### config.mk
export PLATFORM = sky130hd
export DESIGN_NAME = aes_key_expand
export DESIGN_NICKNAME = d
export VERILOG_FILES = /design/src/rtl/aes_key_expand.sv
export SDC_FILE = /design/constraint.sdc
export NUM_CORES = 2
export LEC_CHECK = 0
export ABC_AREA = 1
export BUFFER_PORTS_ARGS = -buffer_cell sky130_fd_sc_hd__buf_2
export CAP_MARGIN = 10
export CORE_MARGIN = 2
export CORE_UTILIZATION = 58
export CTS_BUF_LIST = sky130_fd_sc_hd__clkbuf_16
export DETAILED_ROUTE_END_ITERATION = 7
export GPL_TIMING_DRIVEN = 0
export PLACE_DENSITY = 0.8
export RECOVER_POWER = 100
export SLEW_MARGIN = 20
export SYNTH_ARGS = -nofsm -noshare
export SYNTH_HDL_FRONTEND = slang
export SYNTH_SLANG_ARGS = --single-unit
### constraint.sdc
create_clock -name clk -period 34.8 [get_ports clk]
set_input_delay 6.96 -clock clk [delete_from_list [all_inputs] [get_ports clk]]
set_output_delay 6.96 -clock clk [all_outputs]
set_load 0.01 [all_outputs]
### src/rtl/aes_key_expand.sv
// Sequential AES-128/192/256 key expansion: one schedule word per advance,
// packed into 128-bit round keys behind a valid/ready handshake.
module aes_key_expand #(
  parameter int MAX_KEY_BITS = 256
) (
  input  logic                    clk,
  input  logic                    rst,
  input  logic                    start,
  input  logic [1:0]              key_len,
  input  logic [MAX_KEY_BITS-1:0] key_i,
  input  logic                    abort,
  output logic [31:0]             sub_o,
  input  logic [31:0]             sub_i,
  output logic [127:0]            rk_o,
  output logic [3:0]              rk_idx,
  output logic                    rk_valid,
  input  logic                    rk_ready,
  output logic                    rk_last,
  output logic                    busy,
  output logic                    done,
  output logic                    err
);

  localparam int PAD = 256 - MAX_KEY_BITS;

  typedef enum logic [1:0] {IDLE, KEYW, EXPAND, FLUSH} state_t;

  state_t        state, state_nx;
  logic [255:0]  key_sh;
  logic [255:0]  key_ext;
  logic [3:0]    nk, nr, nk_req, nr_req;
  logic [5:0]    idx;
  logic [2:0]    j;
  logic [7:0]    rcon;
  logic [1:0]    cnt;
  logic [3:0]    round;
  logic [95:0]   buf_q;
  logic [31:0]   win [8];
  logic [31:0]   prev, old, temp, w;
  logic          legal, producing, adv, accept, j_last, last_word;

  function automatic logic [7:0] xtime(input logic [7:0] b);
    return {b[6:0], 1'b0} ^ (b[7] ? 8'h1b : 8'h00);
  endfunction

  function automatic logic [31:0] rot_word(input logic [31:0] x);
    return {x[23:0], x[31:24]};
  endfunction

  assign key_ext   = 256'(key_i) << PAD;
  assign nk_req    = 4'd4 + {1'b0, key_len, 1'b0};
  assign nr_req    = 4'd10 + {1'b0, key_len, 1'b0};
  assign legal     = (key_len != 2'd3) && ((int'(nk_req) * 32) <= MAX_KEY_BITS);
  assign producing = (state == KEYW) || (state == EXPAND);
  assign accept    = rk_valid && rk_ready;
  // A word may only be produced if the 4th-word slot has somewhere to go.
  assign adv       = producing && ((cnt != 2'd3) || !rk_valid || rk_ready);
  assign j_last    = ({1'b0, j} == (nk - 4'd1));
  assign last_word = (idx == {nr, 2'b11});
  assign busy      = (state != IDLE);

  assign prev = win[0];
  assign old  = win[3'(nk - 4'd1)];

  always_comb begin
    sub_o = (j == 3'd0) ? rot_word(prev) : prev;
    if (j == 3'd0)
      temp = sub_i ^ {rcon, 24'h0};
    else if (nk == 4'd8 && j == 3'd4)
      temp = sub_i;
    else
      temp = prev;
    w = (state == KEYW) ? key_sh[255:224] : (old ^ temp);
  end

  always_comb begin
    state_nx = state;
    case (state)
      IDLE:    if (start && legal) state_nx = KEYW;
      KEYW:    if (abort) state_nx = IDLE;
               else if (adv && j_last) state_nx = EXPAND;
      EXPAND:  if (abort) state_nx = IDLE;
               else if (adv && last_word) state_nx = FLUSH;
      FLUSH:   if (abort || accept) state_nx = IDLE;
      default: state_nx = IDLE;
    endcase
  end

  always_ff @(posedge clk or posedge rst) begin
    if (rst) state <= IDLE;
    else     state <= state_nx;
  end

  always_ff @(posedge clk or posedge rst) begin
    if (rst) begin
      key_sh   <= '0;
      nk       <= '0;
      nr       <= '0;
      idx      <= '0;
      j        <= '0;
      rcon     <= '0;
      cnt      <= '0;
      round    <= '0;
      buf_q    <= '0;
      rk_o     <= '0;
      rk_idx   <= '0;
      rk_valid <= 1'b0;
      rk_last  <= 1'b0;
      done     <= 1'b0;
      err      <= 1'b0;
      for (int k = 0; k < 8; k++) win[k] <= '0;
    end else begin
      done <= 1'b0;
      err  <= 1'b0;
      if (state == IDLE) begin
        if (start) begin
          if (legal) begin
            key_sh <= key_ext;
            nk     <= nk_req;
            nr     <= nr_req;
            rcon   <= 8'h01;
            idx    <= '0;
            j      <= '0;
            cnt    <= '0;
            round  <= '0;
          end else begin
            err <= 1'b1;
          end
        end
      end else if (abort) begin
        rk_valid <= 1'b0;
        rk_last  <= 1'b0;
        idx      <= '0;
        j        <= '0;
        cnt      <= '0;
        round    <= '0;
        rcon     <= '0;
      end else if (adv) begin
        key_sh <= key_sh << 32;
        win[0] <= w;
        for (int k = 1; k < 8; k++) win[k] <= win[k-1];
        idx <= idx + 6'd1;
        j   <= j_last ? 3'd0 : j + 3'd1;
        cnt <= cnt + 2'd1;
        if (state == EXPAND && j == 3'd0) rcon <= xtime(rcon);
        if (cnt == 2'd3) begin
          // Loading here also covers a same-edge acceptance (zero bubble).
          rk_o     <= {buf_q, w};
          rk_valid <= 1'b1;
          rk_idx   <= round;
          rk_last  <= (round == nr);
          round    <= round + 4'd1;
        end else begin
          buf_q <= {buf_q[63:0], w};
          if (accept) rk_valid <= 1'b0;
        end
      end else if (accept) begin
        rk_valid <= 1'b0;
        rk_last  <= 1'b0;
        if (state == FLUSH) done <= 1'b1;
      end
    end
  end

endmodule

# == After elaboration in Yosys (flattened, before gate mapping) ==
# Index checks and enable logic that the tools add are counted.
# word_totals
output_inout_bits,169
inputBits,295
regBits,777
# classes
bitwise_logic,7
mux,64
eq_ne,19
addsub,7
n_reduce_logical,31
magnitude_cmp,2
# op_table
operator,count
two-way mux 256 bit,5
two-way mux 32 bit,6
binary-select mux 32 bit (select 3 bit),1
XOR 32 bit,2
two-way mux 8 bit,6
two-way mux 6 bit,5
two-way mux 4 bit,6
AND reduction 4 bit,6
two-way mux 2 bit,11
two-way mux 3 bit,6
two-way mux 1 bit,16
inequality test 2 bit (second input constant),6
AND reduction 3 bit,4
nonzero test 3 bit,4
less-or-equal comparator 9 bit (second input constant),1
logical AND 1 bit,8
case mux 2 bit (4 select lines),1
XOR 8 x 5 -> 8 bit,1
adder 6 x 1 -> 6 bit (second input constant),1
equality test 2 bit (second input constant),3
equality test 6 bit,1
inequality test 3 x 2 -> 1 bit (second input constant),2
two-way mux 5 bit,1
adder 3 x 3 -> 4 bit (first input constant),1
other kinds (20),26

# == Depth between registers and ports, before layout ==
# logic_depth
word_depth,8
ltp_mapped,14

# == Worst setup path after synthesis ==
# Ideal clock, no wire load.
# synth_timing
path_type,flip-flop to output port
startpoint,register j[0]
endpoint,output sub_o[22]
path_buffers,3
path_slack_ps,26244
t_arrival_ps,1596
path_stages_with_launch,8
path_cell_list,dfrtp_1 inv_1 ha_1 nand2_1 buf_2 buf_2 clkbuf_1 o21ai_0
# synth_via
elab_chain_cells,2
# synth_rtl
element,line_no,text
start: declaration,33,logic [2:0] j;
start signal: assignment,143,j <= j_last ? 3'd0 : j + 3'd1;
logical NOT 3 bit,66,sub_o = (j == 3'd0) ? rot_word(prev) : prev;
two-way mux 32 bit,66,
end: declaration,12,"output logic [31:0] sub_o,"
# No other way between the ends.

==> impl_metrics.tcl <==
set metrics [dict create \
    setup_viol 0 \
    grt_use_total 0.3785 \
    gp_congestion 1.004 \
    wl_per_cell_um 20.84 \
    power_density_nw_per_um2 100.9 \
    grt_pass1_wl_um 174700 \
    crit_arrival_ns 18.69 \
    synthToLayoutAreaGrowth_pct 16.33 \
    finalMaxSlewViolations 526 \
    yosys_warnings 0 \
    ys_seq_area_frac 0.5616 \
    cpMostUsedCell "clkbuf_1" \
    place_hpwl_um 87700 \
    syn_nets 4484 \
    root_buffer "clkbuf_16" \
    setup_tns_ns 0 \
    ff2ff_path_depth 13 \
    die_area_um2 61510 \
    fin_worst_skew_ns 0.01929 \
    drtPass1Iterations 5 \
    rsz0062_at_grt "no" \
    numCtsBuffers 80 \
    initial_core_util 0.5863 \
    utilization 0.6820 \
    hp-class "flip-flop to flip-flop" \
    grt_max_degree 110 \
    slowest_stage "clkbuf_1" \
    clk_pin_slew_worst_paths_ns 0.06 \
    syn_avg_cell_area_um2 8.268 \
    tightest_slew_ns 5.588 \
    num_io_pins 464 \
    synth_cell_types 34 \
    setup_slack_ns 15.54 \
    cpPeakStageDelay_ns 4.02 \
    drtIter0Drc 3151 \
    p_leak_nw 20.24 \
    cts-resized-gates 0 \
    antenna_found_initial 39 \
    dpl-instance-area_um2 38040 \
    synth_edf_count 0 \
    cts_tree "done" \
    vias 31770 \
    port-buffer-count 462 \
    clock-sinks 775 \
    synthFlopType "dfrtp_1" \
    drc 0 \
    nets 5036 \
    min_delay_path_depth 2 \
    synth_area_um2 34540 \
    netlist_instances 4177 \
    min_to "win[28]" \
    worstPathMaxFanout 103 \
    violations "max-capacitance violations, max-slew violations" \
    cts_htree_levels 3 \
    relSlewSlack -2.725 \
    cp-end-kind "asynchronous set/reset pin" \
    fin_crit_sh 0.5533 \
    synthArstFlopShare 1.000 \
    wl_um 116400 \
    peakVddDrop_v 0.00005748 \
    rows 89 \
    cp_num_buf_inv 5 \
    post_cts_buffers 0 \
    worstReg2RegStart "state[0]" \
    max_freq_mhz 51.93 \
    path_cells "buf_2 -> clkinvlp_2 -> clkbuf_1 -> clkbuf_1 -> clkbuf_1" \
    vias_per_cell 5.687 \
    holdBufCountCts 0 \
    status "complete, but fails checks" \
    cts_buffer_depth 3 \
    regToRegSetupSlack_ns 30.01 \
    hp-start "win[28]" \
    crit_required_ns 34.24 \
    r2r-end "key_sh[108]" \
    yosys-top-cells-area "dfrtp_1, nand2_1, o21ai_0" \
    clk_latency_ns 0.65 \
    die-width_um 248.0 \
    yosysTopAreaCell "dfrtp_1" \
    min_period_ns 19.26 \
    core_um2 58910 \
    die_height_um 248.0 \
    dp_slack_ns 25.44 \
    grt_overflow 0 \
    startpoint_type "input port" \
    synth_top_area_frac 0.5616 \
    path_delay_family "buffers and inverters" \
    fillers 4984 \
    worstSetupPathType "input port to asynchronous set/reset pin" \
    synth_seq_cells 775 \
    post_route_cells_drive_above_1_share 0.09224 \
    ant_nets 0 \
    grt_pass1_vias 30760 \
    hold_violations 0 \
    max-cap-violations 6 \
    power_mw 4.052 \
    design_area_um2 40180 \
]
==> layout make-up <==
cell class	instances	area, um^2	area share
Antenna cell	21	52.55	0.001308
Buffer	260	1007	0.02507
Clock buffer	80	2002	0.04983
Clock inverter	65	664.4	0.01654
Inverter	459	1724	0.04291
Multi-Input combinational cell	2683	12160	0.3027
Sequential cell	775	19390	0.4827
Tap cell	773	967.2	0.02407
Timing Repair Buffer	470	2202	0.05481
==> power breakdown <==
part | switching (mW) | internal, mW | total [mW]
sequential | 0.199 | 1.26 | 1.46
combinational | 1.25 | 0.465 | 1.71
clock | 0.374 | 0.505 | 0.879
==> stage by stage <==
stage,hold slack [ns],cells
2_1_floorplan,0.4422,4177
3_3_place_gp,0.4491,5412
3_5_place_dp,0.4583,5420
4_1_cts,0.4724,5565
5_1_grt,0.4863,5573
6_report,0.4704,5586
==> tightest hold or removal path, stage by stage (launching register included) <==
cell and delay (ns):
dfrtp_1 0.34, nand2_1 0.05, nand2_1 0.05
==> cells in the mapped netlist, types with 2 or more instances <==
cell and number:
o211ai_1 218, xor2_1 7, nor2_1 39, inv_2 5
buf_6 22, o31ai_1 4, nand2_1 1540, clkinv_1 2
a31oi_1 4, inv_1 452, o21ai_0 391, dfrtp_1 775
o22ai_1 2, xnor2_1 3, ha_1 12, buf_1 14
clkbuf_1 161, o21ai_1 195, nand2_2 2, nor3_1 3
a21oi_1 9, or2_2 4, nand3_1 237, nand4_1 5
buf_2 62
==> sequential cells by signal, indices dropped and copies added, names as in the netlist <==
signal,flops
key_sh,256
win,224
rk_o,128
buf_q,96
prev,32
rcon,8
idx,6
rk_idx,4
round,4
j,3
nk,3
nr,3
cnt,2
state,2
done,1
err,1
rk_last,1
rk_valid,1
==> how the worst max path moves through the flow <==
stage / startpoint / endpoint / slack, ns / cells past startpoint
after floorplan: rst / buf_q[0] / 6.08 / 1
after global placement: rst / rk_o[111] / -1.77 / 2
after detailed placement: state[0] / busy / 25.44 / 7
after CTS: state[0] / busy / 24.74 / 7
after global routing: rst / rk_o[21] / 12.89 / 5
final: rst / rk_o[21] / 15.54 / 5
==> per-layer routing <==
metal / track usage / vias up / wire (um)
met2: 0.6073 / 1617 / 54140
met3: 0.09459 / 384 / 11400
li1: - / 14450 / -
met1: 0.4756 / 15280 / 43710
met5: 0 / - / 213
met4: 0.2022 / 34 / 6965
==> cell usage in the layout (no fill, tap or decap), types with 41 or more instances in the layout <==
cell type,synthesis,routed
o211ai_1,218,218
nor2_1,39,41
dfrtp_1,775,775
o21ai_0,391,556
inv_1,452,467
clkbuf_16,0,80
nand3_1,237,237
buf_2,62,315
nand2_1,1540,1542
clkbuf_1,161,401
==> kinds of logic (layout without fill, tap and decap cells) <==
logic type      count (synthesis)  count (layout)  synth area share
simple gates                 1835            1835            0.2101
compound gates                826             826            0.1362
xor+xnor                       10              10          0.002536
fa+ha+maj                      12              12          0.004347
flops                         775             775            0.5616
buf+inv                       719            1334           0.08528
other cells                     0              21                 0
Power figures use the tool's default switching activity.
